<file path="src/rtl/el2_lsu_ecc_mbank.sv">
// Multi-bank DCCM SECDED checker/corrector with a one-entry correction write-back
// buffer and saturating single/double error statistics.
module el2_lsu_ecc_mbank #(
    parameter int unsigned NUM_BANKS  = 2,
    parameter int unsigned ADDR_WIDTH = 16,
    parameter int unsigned CNT_WIDTH  = 16,
    parameter int unsigned PIPE_STAGE = 1
) (
    input  logic                    clk,
    input  logic                    rst_l,
    input  logic                    ecc_disable,
    input  logic                    rd_valid,
    input  logic [ADDR_WIDTH-1:0]   rd_addr,
    input  logic [NUM_BANKS-1:0]    rd_bank_en,
    input  logic [32*NUM_BANKS-1:0] rd_data,
    input  logic [7*NUM_BANKS-1:0]  rd_ecc,
    output logic                    res_valid,
    output logic [32*NUM_BANKS-1:0] sec_data,
    output logic [NUM_BANKS-1:0]    single_err,
    output logic                    double_err,
    output logic                    wb_valid,
    input  logic                    wb_ready,
    output logic [ADDR_WIDTH-1:0]   wb_addr,
    output logic [NUM_BANKS-1:0]    wb_mask,
    output logic [32*NUM_BANKS-1:0] wb_data,
    output logic [7*NUM_BANKS-1:0]  wb_ecc,
    output logic                    wb_drop,
    input  logic                    cnt_clear,
    input  logic [CNT_WIDTH-1:0]    err_thresh,
    output logic [CNT_WIDTH-1:0]    err_cnt_single,
    output logic [CNT_WIDTH-1:0]    err_cnt_double,
    output logic                    err_thresh_hit
);

    localparam int unsigned DW = 32 * NUM_BANKS;
    localparam int unsigned EW = 7 * NUM_BANKS;
    localparam logic [CNT_WIDTH-1:0] CNT_MAX = '1;

    // Data-bit participation in each Hamming check bit (check bit 5 leftmost).
    localparam logic [5:0][31:0] CHK_MASK = {
        32'hFC00_0000, 32'h03FF_F800, 32'h03FC_07F0,
        32'hE3C3_C78E, 32'h9B33_366D, 32'h56AA_AD5B
    };

    typedef enum logic {
        ST_IDLE = 1'b0,
        ST_WB   = 1'b1
    } wb_state_e;

    function automatic logic [6:0] ecc_gen(input logic [31:0] d);
        logic [6:0] e;
        e = '0;
        for (int k = 0; k < 6; k++) begin
            e[k] = ^(d & CHK_MASK[k]);
        end
        e[6] = (^d) ^ (^e[5:0]);
        return e;
    endfunction

    logic [DW-1:0]         dec_data_c;
    logic [NUM_BANKS-1:0]  dec_single_c;
    logic [NUM_BANKS-1:0]  dec_double_c;
    logic [31:0]           dec_d;
    logic [6:0]            dec_e;
    logic [6:0]            dec_chk;
    logic [5:0]            dec_bsyn;
    logic [ADDR_WIDTH-1:0] res_addr;

    // Per-bank syndrome check; a single error flips the data bit whose column matches.
    always_comb begin
        dec_data_c   = rd_data;
        dec_single_c = '0;
        dec_double_c = '0;
        dec_d        = '0;
        dec_e        = '0;
        dec_chk      = '0;
        dec_bsyn     = '0;
        for (int i = 0; i < int'(NUM_BANKS); i++) begin
            dec_d = rd_data[32*i +: 32];
            dec_e = rd_ecc[7*i +: 7];
            for (int k = 0; k < 6; k++) begin
                dec_chk[k] = dec_e[k] ^ (^(dec_d & CHK_MASK[k]));
            end
            dec_chk[6] = (^dec_d) ^ (^dec_e);
            if (rd_valid && rd_bank_en[i] && !ecc_disable && (dec_chk != 7'd0)) begin
                if (dec_chk[6]) begin
                    dec_single_c[i] = 1'b1;
                    for (int j = 0; j < 32; j++) begin
                        for (int k = 0; k < 6; k++) begin
                            dec_bsyn[k] = CHK_MASK[k][j];
                        end
                        if (dec_bsyn == dec_chk[5:0]) begin
                            dec_d[j] = ~dec_d[j];
                        end
                    end
                    dec_data_c[32*i +: 32] = dec_d;
                end else begin
                    dec_double_c[i] = 1'b1;
                end
            end
        end
    end

    generate
        if (PIPE_STAGE != 0) begin : g_pipe
            logic                  res_valid_q,  res_valid_d;
            logic [DW-1:0]         sec_data_q,   sec_data_d;
            logic [NUM_BANKS-1:0]  single_err_q, single_err_d;
            logic                  double_err_q, double_err_d;
            logic [ADDR_WIDTH-1:0] res_addr_q,   res_addr_d;

            always_comb begin
                res_valid_d  = rd_valid;
                sec_data_d   = dec_data_c;
                single_err_d = dec_single_c;
                double_err_d = |dec_double_c;
                res_addr_d   = rd_addr;
            end

            always_ff @(posedge clk or negedge rst_l) begin
                if (!rst_l) begin
                    res_valid_q  <= 1'b0;
                    sec_data_q   <= '0;
                    single_err_q <= '0;
                    double_err_q <= 1'b0;
                    res_addr_q   <= '0;
                end else begin
                    res_valid_q  <= res_valid_d;
                    sec_data_q   <= sec_data_d;
                    single_err_q <= single_err_d;
                    double_err_q <= double_err_d;
                    res_addr_q   <= res_addr_d;
                end
            end

            assign res_valid  = res_valid_q;
            assign sec_data   = sec_data_q;
            assign single_err = single_err_q;
            assign double_err = double_err_q;
            assign res_addr   = res_addr_q;
        end else begin : g_comb
            assign res_valid  = rd_valid;
            assign sec_data   = dec_data_c;
            assign single_err = dec_single_c;
            assign double_err = |dec_double_c;
            assign res_addr   = rd_addr;
        end
    endgenerate

    wb_state_e             state_q, state_d;
    logic [ADDR_WIDTH-1:0] wb_addr_q, wb_addr_d;
    logic [NUM_BANKS-1:0]  wb_mask_q, wb_mask_d;
    logic [DW-1:0]         wb_data_q, wb_data_d;
    logic [EW-1:0]         wb_ecc_q, wb_ecc_d;
    logic                  wb_drop_q, wb_drop_d;
    logic [CNT_WIDTH-1:0]  err_cnt_single_q, err_cnt_single_d;
    logic [CNT_WIDTH-1:0]  err_cnt_double_q, err_cnt_double_d;
    logic                  err_thresh_hit_q, err_thresh_hit_d;
    logic                  elig_c;
    logic                  capture_c;
    logic                  drop_evt_c;

    // Write-back buffer control, error counters and threshold flag.
    always_comb begin
        elig_c           = res_valid & (|single_err) & ~double_err;
        capture_c        = 1'b0;
        drop_evt_c       = 1'b0;
        state_d          = state_q;
        wb_addr_d        = wb_addr_q;
        wb_mask_d        = wb_mask_q;
        wb_data_d        = wb_data_q;
        wb_ecc_d         = wb_ecc_q;
        wb_drop_d        = wb_drop_q;
        err_cnt_single_d = err_cnt_single_q;
        err_cnt_double_d = err_cnt_double_q;
        err_thresh_hit_d = err_thresh_hit_q;

        case (state_q)
            ST_IDLE: begin
                if (elig_c) begin
                    capture_c = 1'b1;
                    state_d   = ST_WB;
                end
            end
            ST_WB: begin
                if (wb_ready) begin
                    if (elig_c) begin
                        capture_c = 1'b1;
                    end else begin
                        state_d = ST_IDLE;
                    end
                end else if (elig_c) begin
                    drop_evt_c = 1'b1;
                end
            end
            default: state_d = ST_IDLE;
        endcase

        if (capture_c) begin
            wb_addr_d = res_addr;
            wb_mask_d = single_err;
            wb_data_d = sec_data;
            for (int i = 0; i < int'(NUM_BANKS); i++) begin
                wb_ecc_d[7*i +: 7] = ecc_gen(sec_data[32*i +: 32]);
            end
        end

        if (cnt_clear) begin
            err_cnt_single_d = '0;
            err_cnt_double_d = '0;
            err_thresh_hit_d = 1'b0;
            wb_drop_d        = 1'b0;
        end else begin
            if (elig_c && (err_cnt_single_q != CNT_MAX)) begin
                err_cnt_single_d = err_cnt_single_q + CNT_WIDTH'(1);
            end
            if (res_valid && double_err && (err_cnt_double_q != CNT_MAX)) begin
                err_cnt_double_d = err_cnt_double_q + CNT_WIDTH'(1);
            end
            err_thresh_hit_d = (err_thresh != '0) && (err_cnt_single_q >= err_thresh);
            wb_drop_d        = wb_drop_q | drop_evt_c;
        end
    end

    always_ff @(posedge clk or negedge rst_l) begin
        if (!rst_l) begin
            state_q          <= ST_IDLE;
            wb_addr_q        <= '0;
            wb_mask_q        <= '0;
            wb_data_q        <= '0;
            wb_ecc_q         <= '0;
            wb_drop_q        <= 1'b0;
            err_cnt_single_q <= '0;
            err_cnt_double_q <= '0;
            err_thresh_hit_q <= 1'b0;
        end else begin
            state_q          <= state_d;
            wb_addr_q        <= wb_addr_d;
            wb_mask_q        <= wb_mask_d;
            wb_data_q        <= wb_data_d;
            wb_ecc_q         <= wb_ecc_d;
            wb_drop_q        <= wb_drop_d;
            err_cnt_single_q <= err_cnt_single_d;
            err_cnt_double_q <= err_cnt_double_d;
            err_thresh_hit_q <= err_thresh_hit_d;
        end
    end

    assign wb_valid       = (state_q == ST_WB);
    assign wb_addr        = wb_addr_q;
    assign wb_mask        = wb_mask_q;
    assign wb_data        = wb_data_q;
    assign wb_ecc         = wb_ecc_q;
    assign wb_drop        = wb_drop_q;
    assign err_cnt_single = err_cnt_single_q;
    assign err_cnt_double = err_cnt_double_q;
    assign err_thresh_hit = err_thresh_hit_q;

endmodule

</file>
<file path="config.mk">
export PLATFORM = sky130hd
export DESIGN_NAME = el2_lsu_ecc_mbank
export DESIGN_NICKNAME = d
export VERILOG_FILES = /design/src/rtl/el2_lsu_ecc_mbank.sv
export SDC_FILE = /design/constraint.sdc
export NUM_CORES = 1
export LEC_CHECK = 0
export CAP_MARGIN = 15
export CORE_MARGIN = 5
export CORE_UTILIZATION = 44
export CTS_CLUSTER_SIZE = 20
export DETAILED_ROUTE_END_ITERATION = 16
export GPL_ROUTABILITY_DRIVEN = 0
export HOLD_SLACK_MARGIN = 0.03
export PLACE_DENSITY = 0.79
export SLEW_MARGIN = 20
export SYNTH_ARGS = -nofsm -noshare
export SYNTH_HDL_FRONTEND = slang
export SYNTH_SLANG_ARGS = --single-unit
</file>
<file path="constraint.sdc">
create_clock -name clk -period 2.2 [get_ports clk]
set_input_delay 0.66 -clock clk [delete_from_list [all_inputs] [get_ports clk]]
set_output_delay 0.66 -clock clk [all_outputs]
set_load 0.03 [all_outputs]
</file>
* Word level (Yosys, flattened, before mapping)
Cells that the tools add are included.
** Storage, ports and cells
- Register bits :: 215
- Latch bits :: 0
- Bits in writable memories :: 0
- Memory bits (read-only) :: 0
- Input port bits :: 118
- Output and inout bits :: 199
- Word-level logic and storage cells :: 307
- Memories :: 0
** Operators by class
- Add/subtract/negate cells :: 2
- Multipliers :: 0
- Divide/modulo/power cells :: 0
- $lt $le $gt $ge :: 1
- Eq/ne operators :: 66
- Shifts and indexed selects :: 0
- Multiplexer cells :: 89
- Bitwise operators :: 85
- Reductions and logical operators :: 50
** Operators by type and width (number)
- XOR reduction 32 bit :: 28
- == test 5 x 6 -> 1 bit (first input constant) :: 30
- 2-to-1 mux 32 bit :: 4
- == test 4 x 6 -> 1 bit (first input constant) :: 14
- 2-to-1 mux 1 bit :: 79
- == test 6 bit (first input constant) :: 12
- NOT 1 bit :: 66
- 2-to-1 mux 16 bit :: 4
- == test 3 x 6 -> 1 bit (first input constant) :: 6
- adder 16 x 1 -> 16 bit (second input constant) :: 2
- != test 16 bit (second input constant) :: 2
- >= comparator 16 bit :: 1
- nonzero test 16 bit :: 1
- XOR 1 bit :: 16
- nonzero test 7 bit :: 2
- XOR reduction 7 bit :: 2
- == test 2 x 6 -> 1 bit (first input constant) :: 2
- XOR reduction 6 bit :: 2
- logical AND 1 bit :: 10
- one-hot mux 1 bit (2 select lines) :: 2
- nonzero test 2 bit :: 2
- OR reduction 2 bit :: 2
- bitwise AND 1 bit :: 2
- logical NOT 1 bit :: 1
- bitwise OR 1 bit :: 1

* Logic depth before layout (Yosys ltp)
Gate-level depths: netlist (run 1).
- Word-level depth :: 8
- Mapped depth :: 11
- Gate-level depth less buffers :: 11

* Least setup slack after synthesis (run 1)
Ideal clock, no wire load.
- Kind :: input to register
- From :: input rd_data[25]
- To :: register g_pipe.sec_data_q[24], in the netlist sec_data[24]
- Setup time :: 123 ps
- Data arrival time :: 2735 ps
- Data required time :: 2077 ps
- Setup slack :: -657 ps
- Cell stages on the path :: 8
- Path through :: xnor3_1 xnor2_2 xnor3_1 xnor2_2 xnor2_1 nor4_2 nand2_1 xnor2_1
** On the way
- Longest elaborated chain between the ends :: 6
- Elaborated cells on any way between the ends :: 18
** Ends and longest elaborated chain
- start, declared :: line 15 : input logic [32*NUM_BANKS-1:0] rd_data,
- XOR reduction 32 bit :: line 82 : dec_chk[k] = dec_e[k] ^ (^(dec_d & CHK_MASK[k]));
- XOR 1 bit :: line 82
- == test 5 x 6 -> 1 bit :: line 92 : if (dec_bsyn == dec_chk[5:0]) begin
- 2-to-1 mux 1 bit :: line 92
- 2-to-1 mux 32 bit :: line 86 : if (dec_chk[6]) begin
- 2-to-1 mux 32 bit * :: line 85 : if (rd_valid && rd_bank_en[i] && !ecc_disable && (dec_chk != 7'd0)) begin
- via dec_data_c[24] :: line 60 : logic [DW-1:0] dec_data_c;
- end signal, assigned :: line 129 : sec_data_q <= sec_data_d;
- end, declared :: line 107 : logic [DW-1:0] sec_data_q, sec_data_d;
The timed path passes the listed nets; every way through them passes the cells marked *.
A chain may end at the register's enable or synchronous reset.

* Worst setup path in the final report (run 1)
- From :: input rd_data[46]
- To :: register g_pipe.sec_data_q[60], in the netlist sec_data[60]
** On the way
- Longest elaborated chain between the ends :: 6
- Elaborated cells on any way between the ends :: 12
** Ends and longest elaborated chain (line)
- XOR reduction 32 bit :: 82
- XOR 1 bit :: 82
- == test 6 bit :: 92
- 2-to-1 mux 1 bit :: 92
- 2-to-1 mux 32 bit :: 86
- 2-to-1 mux 32 bit * :: 85
- via dec_data_c[60] :: 60
Marks and branches as above.

==> impl_metrics.tcl, run 1 <==
set metrics [dict create \
    crit_path_end_kind "register" \
    cts_buffer_depth 3 \
    grt-ovfl-total 0 \
    antenna_found_initial 0 \
    cts_hold_buf 0 \
    regToRegSetupSlack_ns -0.09 \
    cts.sinks 215 \
    grtUsageTotal 0.2560 \
    synth_top_area_frac 0.4680 \
    drv_slew 0 \
    dr.pass1.iters 5 \
    rsz0062_at_grt "yes" \
    coreArea_sq_um 25910 \
    grt_max_degree 57 \
    tightestPinTransition_ns 0.5379 \
    synth_top_area_cell "dfrtp_1" \
    violations "setup timing" \
    synth-xor-area-share 0.2923 \
    critPathTopFamily "XOR/XNOR gates" \
    synth_area_leaders "dfrtp_1 47%, xnor2_1 18%, mux2_2 8.6%" \
    post_drt_wl_per_cell_microns 23.27 \
    synthMuxAreaShare 0.09098 \
    status "finished, violations left" \
    slowest_stage "xnor3_2" \
    avgViaCountPerCell 5.270 \
    antenna_cells 0 \
    period_share 1.261 \
    syn_area_per_cell_sq_um 11.66 \
    core.rowCount 59 \
    ys_types 43 \
    post-dp-hpwl_microns 28420 \
    r2r-end "err_thresh_hit$_DFF_PN0_" \
    start_util 0.4437 \
    synth_enable_flop_cells 0 \
    total_power_uw 23610 \
    instances_no_fill 1913 \
    finClkSkew_ns 0.02109 \
    fin_nets 1696 \
    clock_latency_ns 0.53 \
    rr_startpoint "err_cnt_single[0]$_DFFE_PN0P_" \
    cts_tree "done" \
    h-tree-depth 1 \
    setup_ws_ns -0.5738 \
    synth_top_family_by_area "XOR/XNOR gates" \
    p_per_area_nw_per_um2 1211 \
    port_buffers 316 \
    hold_violations 0 \
    maxCapViolations 0 \
    peakVddDrop_mv 1.065 \
    die_w_microns 171.7 \
    drt-total-wl_microns 44510 \
    ys.flop_type "dfrtp_1" \
    die_area_sq_um 29460 \
    critPathRequiredTime_ns 2.62 \
    synthArstFlopShare 1.000 \
    synthSimpleGateAreaFrac 0.09522 \
    cts_buffers 25 \
    syn_nets 1122 \
    fin_setup_tns_ns -21.09 \
    fin_crit_ns 2.774 \
    syn_inst 986 \
    startpoint_type "primary input" \
    reg2reg_depth 11 \
    ys_ff_latch 215 \
    timing.critical_path.buf_inv 2 \
    critPathMaxFanout 6 \
    yosysWarningCount 0 \
    ant_nets 0 \
    synthAdderAreaFrac 0.01959 \
    max_freq_mhz 360.5 \
    crit_chain "clkdlybuf4s15_1, xor2_2, xnor3_2, xnor2_2, xnor3_1, or2_4, mux2_4, buf_8, nor3_4, xor2_1" \
    synth-compound-area-share 0.01992 \
    fin_util 0.7521 \
    crit_path_max_incr_delay_ns 0.43 \
    nFillCells 1607 \
    grt_pass1_vias 10420 \
    setup_viol 67 \
    min_path_type "primary input to async pin" \
    place_inst 1814 \
    power_leakage_uw 0.009419 \
    drive_above_1_share 0.4328 \
    path_class "primary input to register" \
    clkTransAtPathRegs_ns 0.06 \
    num_vias 10080 \
    seq_area_frac_synth 0.4680 \
    route.detailed.drc 0 \
    synth_area_sq_um 11500 \
    drt_iter0_drc 712 \
    die_h_microns 171.7 \
    timing.slew.headroom 0.6402 \
    grt_pass1_wl_microns 58910 \
    clock-root-buffer "clkbuf_16" \
    io_pins 317 \
    worst_ep_arrival_time_ns 3.19 \
    syn2layout_area_growth_pct 69.50 \
]
[registers in the layout (all words and copies together), names as in the netlist, 2 cells and up]
name,cells
g_pipe.res_addr_q,16
wb_mask,2
single_err,2
wb_ecc,14
sec_data,64
err_cnt_single,16
err_cnt_double,16
wb_addr,16
wb_data,64
[power breakdown]
group / leakage (uW) / switching, uW / internal (uW)
Sequential: 0.00261 / 576 / 4950
Clock: 0.000409 / 1680 / 2470
Combinational: 0.00640 / 7720 / 6210
[per-stage QoR]
step / area, sq um / hold WS [ns] / worst slack (ns)
global route: 19490 / 0.1026 / -0.6014
global placement: 16800 / 0.4563 / -1.289
CTS: 18340 / 0.08076 / -0.4940
finish: 19490 / 0.07885 / -0.5738
floorplan: 11740 / 0.3644 / -0.4678
detailed placement: 16800 / 0.4628 / -1.278
[kinds of logic (layout without fill, tap and decap cells)]
group	count (synthesis)	in the layout
compound gates	36	36
buf+inv	41	633
flops	215	215
xor+xnor	359	359
fa+ha+maj	18	18
simple gates	224	224
mux	93	93
[placed cells by master, fill, tap and decap left out, types with 25 or more instances in the layout]
cell,instances
xor2_1,81
xnor2_2,77
buf_4,208
buf_6,36
clkbuf_2,25
nor2_1,42
xnor2_1,143
clkdlybuf4s50_1,36
mux2_2,87
dfrtp_1,209
dlygate4sd2_1,206
nand2_1,25
clkbuf_16,25
nor2_4,30
[layer usage]
layer,GRT usage,up-vias,routed length [microns]
met3,0.04252,161,3074
met5,0,-,0
met1,0.3151,5050,16230
li1,-,4390,-
met4,0.09749,0,2196
met2,0.4514,481,23010
[area by class of cell]
cell class / count / area, sq um / share of cell area
clock inverters: 8 / 75.07 / 0.003852
inverters: 22 / 87.58 / 0.004494
flip-flops and latches: 215 / 5388 / 0.2765
well taps: 335 / 419.2 / 0.02151
repair buffers: 566 / 4896 / 0.2512
multi-input cells: 730 / 7871 / 0.4039
clock buffers: 37 / 750.7 / 0.03852
[worst reg2reg max path: cells and delay by family (launching register included)]
family | cells | cell delay [ns]
AOI/OAI and AO/OA | 7 | 1.19
adders and majority gates | 1 | 0.19
DFF | 1 | 0.40
and+or+nand+nor | 2 | 0.32
buffers and inverters | 1 | 0.07
[Yosys cell counts (5+ instances only)]
| cell type | instances |
|---|---|
| nor2_1 | 80 |
| nand3_1 | 16 |
| dfrtp_1 | 215 |
| and2_1 | 5 |
| nand2_1 | 51 |
| nor2b_1 | 5 |
| xor2_1 | 106 |
| a21o_1 | 8 |
| mux2_2 | 88 |
| nand4_1 | 18 |
| nor4_1 | 6 |
| clkbuf_1 | 18 |
| inv_1 | 20 |
| ha_1 | 18 |
| nor3_2 | 10 |
| xnor3_1 | 13 |
| xnor2_1 | 236 |
| and3_1 | 11 |
| a21oi_1 | 15 |
| nor3_1 | 6 |
[how the worst max path moves through the flow]
stage                 from                      to  slack, ns  cells after the start
2_1_floorplan    rd_ecc[9]  sec_data[60]$_DFF_PN0_      -0.47                      9
3_3_place_gp   rd_data[37]  sec_data[49]$_DFF_PN0_      -1.29                     10
3_5_place_dp   rd_data[37]  sec_data[49]$_DFF_PN0_      -1.28                     10
4_1_cts        rd_data[40]  sec_data[38]$_DFF_PN0_      -0.49                     11
5_1_grt        rd_data[46]  sec_data[60]$_DFF_PN0_      -0.60                     10
6_report       rd_data[46]  sec_data[60]$_DFF_PN0_      -0.57                     10
[repair_timing]
| action | CTS | global route |
|---|---|---|
| resized for setup | 482 | 252 |
| buffers inserted | 29 | 32 |
| pin swaps | 134 | 178 |
| endpoints found under the setup margin | 266 | 86 |
| cloned | 0 | 0 |
No activity file was read; power rests on OpenSTA's default activity.
==> run 2: changes to the inputs <==
MAX_ROUTING_LAYER = met4   (was default)
==> run 2 against run 1 <==
  * The run still ends with setup timing left
  * Fmax up 4.0%
  * Global-route usage up 0.79 points
  * First-iteration DRC count is 14% lower
  * Critical path type unchanged
  * Largest power group unchanged
==> impl_metrics.tcl, run 2 (synthesis results as in run 1) <==
set metrics [dict create \
    core.rowCount 59 \
    io_pins 317 \
    drt-total-wl_microns 43390 \
    crit_path_end_kind "register" \
    path_class "primary input to register" \
    grt_max_degree 57 \
    violations "setup timing" \
    ant_nets 0 \
    fin_setup_tns_ns -19.37 \
    crit_chain "buf_8, xor2_2, buf_6, xnor3_2, xnor2_2, xnor3_1, or2_4, mux2_4, buf_8, nor3_4, xor2_1" \
    slowest_stage "xnor3_2" \
    cts_buffers 25 \
    critPathRequiredTime_ns 2.63 \
    die_h_microns 171.7 \
    post_drt_wl_per_cell_microns 22.68 \
    m1WireLength_microns 15990 \
    maxCapViolations 0 \
    setup_ws_ns -0.4667 \
    route.detailed.drc 0 \
    grt_pass1_wl_microns 58910 \
    met3WireLength_microns 3009 \
    avgViaCountPerCell 5.240 \
    regToRegSetupSlack_ns -0.09 \
    cts_hold_buf 0 \
    rsz0062_at_grt "yes" \
    top_layer "met4" \
    h-tree-depth 1 \
    final_cell_mix "209 x dfrtp_1, 206 x dlygate4sd2_1, 206 x buf_4" \
    cp-endpoint "sec_data[60]$_DFF_PN0_" \
    peakVddDrop_mv 0.9088 \
    syn2layout_area_growth_pct 69.55 \
    cts_tree "done" \
    critPathMaxFanout 6 \
    crit_path_max_incr_delay_ns 0.46 \
    dr.pass1.iters 5 \
    timing.critical_path.buf_inv 3 \
    clock-root-buffer "clkbuf_16" \
    rr_startpoint "err_cnt_single[0]$_DFFE_PN0P_" \
    startpoint_type "primary input" \
    antenna_found_initial 0 \
    min_path_type "primary input to async pin" \
    p_per_area_nw_per_um2 1209 \
    critPathTopFamily "XOR/XNOR gates" \
    hold_violations 0 \
    fin_nets 1696 \
    drv_slew 0 \
    finClkSkew_ns 0.01355 \
    dpl_worst_slack_ns -1.278 \
    clock_latency_ns 0.52 \
    grt-ovfl-total 0 \
    worst_ep_arrival_time_ns 3.10 \
    fin_util 0.7523 \
    wl_met2_microns 22410 \
    status "finished, violations left" \
    antenna_cells 0 \
    clkTransAtPathRegs_ns 0.06 \
    coreArea_sq_um 25910 \
    r2r-end "err_thresh_hit$_DFF_PN0_" \
    grtUsageTotal 0.2639 \
    grt_pass1_vias 10420 \
    layout_commonest_cell "dfrtp_1" \
    start_util 0.4437 \
    die_area_sq_um 29460 \
    cpMostUsedCell "buf_8" \
    drive_above_1_share 0.4322 \
    timing.slew.headroom 0.6727 \
    nFillCells 1604 \
    max_freq_mhz 375.0 \
    cts_buffer_depth 3 \
    num_vias 10030 \
    die_w_microns 171.7 \
    drt_iter0_drc 614 \
    tightestPinTransition_ns 0.4909 \
    setup_viol 66 \
    post-dp-hpwl_microns 28420 \
    cts.sinks 215 \
    reg2reg_depth 11 \
    port_buffers 316 \
    period_share 1.212 \
    crit_start "rd_data[42]" \
    crit_cells 11 \
    fin_crit_ns 2.667 \
    power_leakage_uw 0.009426 \
]
-- run 2: cell count changes in the layout (fill, tap and decap cells not counted), moves of 2 or more --
cell | previous run | this run
buf_4 | 208 | 206
nand3_4 | 4 | 2
buf_6 | 36 | 38
nand3_2 | 1 | 3
-- run 2: final cells by class --
class                   count  area (sq um)  share of cell area
flip-flops and latches    215          5388              0.2764
repair buffers            566          4903              0.2515
well taps                 335         419.2             0.02150
multi-input cells         730          7865              0.4035
inverters                  22         92.59            0.004750
clock buffers              37         750.7             0.03851
clock inverters             8         75.07            0.003851
-- run 2: metal layers --
metal,up-vias,track usage
li1,4397,-
met1,5002,0.3179
met2,464,0.4516
met3,162,0.03930
met4,0,0.09680
met5,-,-
-- run 2: power breakdown --
group,switching [uW],leakage [uW],internal (uW)
clock,1660,0.000409,2470
combinational,7680,0.00641,6230
sequential,580,0.00261,4950
total,9920,0.00943,13700
-- run 2: what timing repair did --
item                                    CTS  global route
pin swaps                               134           177
setup buffers                            29            33
endpoints found under the setup margin  266            86
gates resized for setup                 482           255
-- run 2: worst reg2reg max path: stages, from the launching register on --
cell and delay (ns):
dfrtp_2 0.40, inv_2 0.07, ha_4 0.19, nand2b_4 0.12
a21o_1 0.15, a21o_1 0.16, a21o_1 0.15, a21o_1 0.17
a21o_1 0.17, a2111oi_2 0.28, o211ai_1 0.11, and3_1 0.20
-- run 2: through the flow --
stage	total power (uW)	cells	hold WS (ns)	instance area (sq um)
after floorplan	11980	986	0.3644	11740
after global routing	24470	1913	0.09585	19490
final	23580	1913	0.08068	19490
after CTS	21430	1885	0.08076	18340
after global placement	16440	1814	0.4563	16800
after detailed placement	16650	1814	0.4628	16800
-- run 2: worst min-delay path by stage --
stage                                        end  slack (ns)  depth (start not counted)
final                     wb_data[7]$_DFFE_PN0P_        0.08                          1
after global placement    wb_addr[1]$_DFFE_PN0P_        0.46                          1
after floorplan             double_err$_DFF_PN0_        0.36                          0
after global routing      wb_data[7]$_DFFE_PN0P_         0.1                          1
after CTS                 wb_data[2]$_DFFE_PN0P_        0.08                          1
after detailed placement  wb_addr[8]$_DFFE_PN0P_        0.46                          1
==> run 3: changes to the inputs <==
CAP_MARGIN = 20   (was 15)
==> results of run 3 <==
Final layout, timing and power as in run 2 (identical DEF).
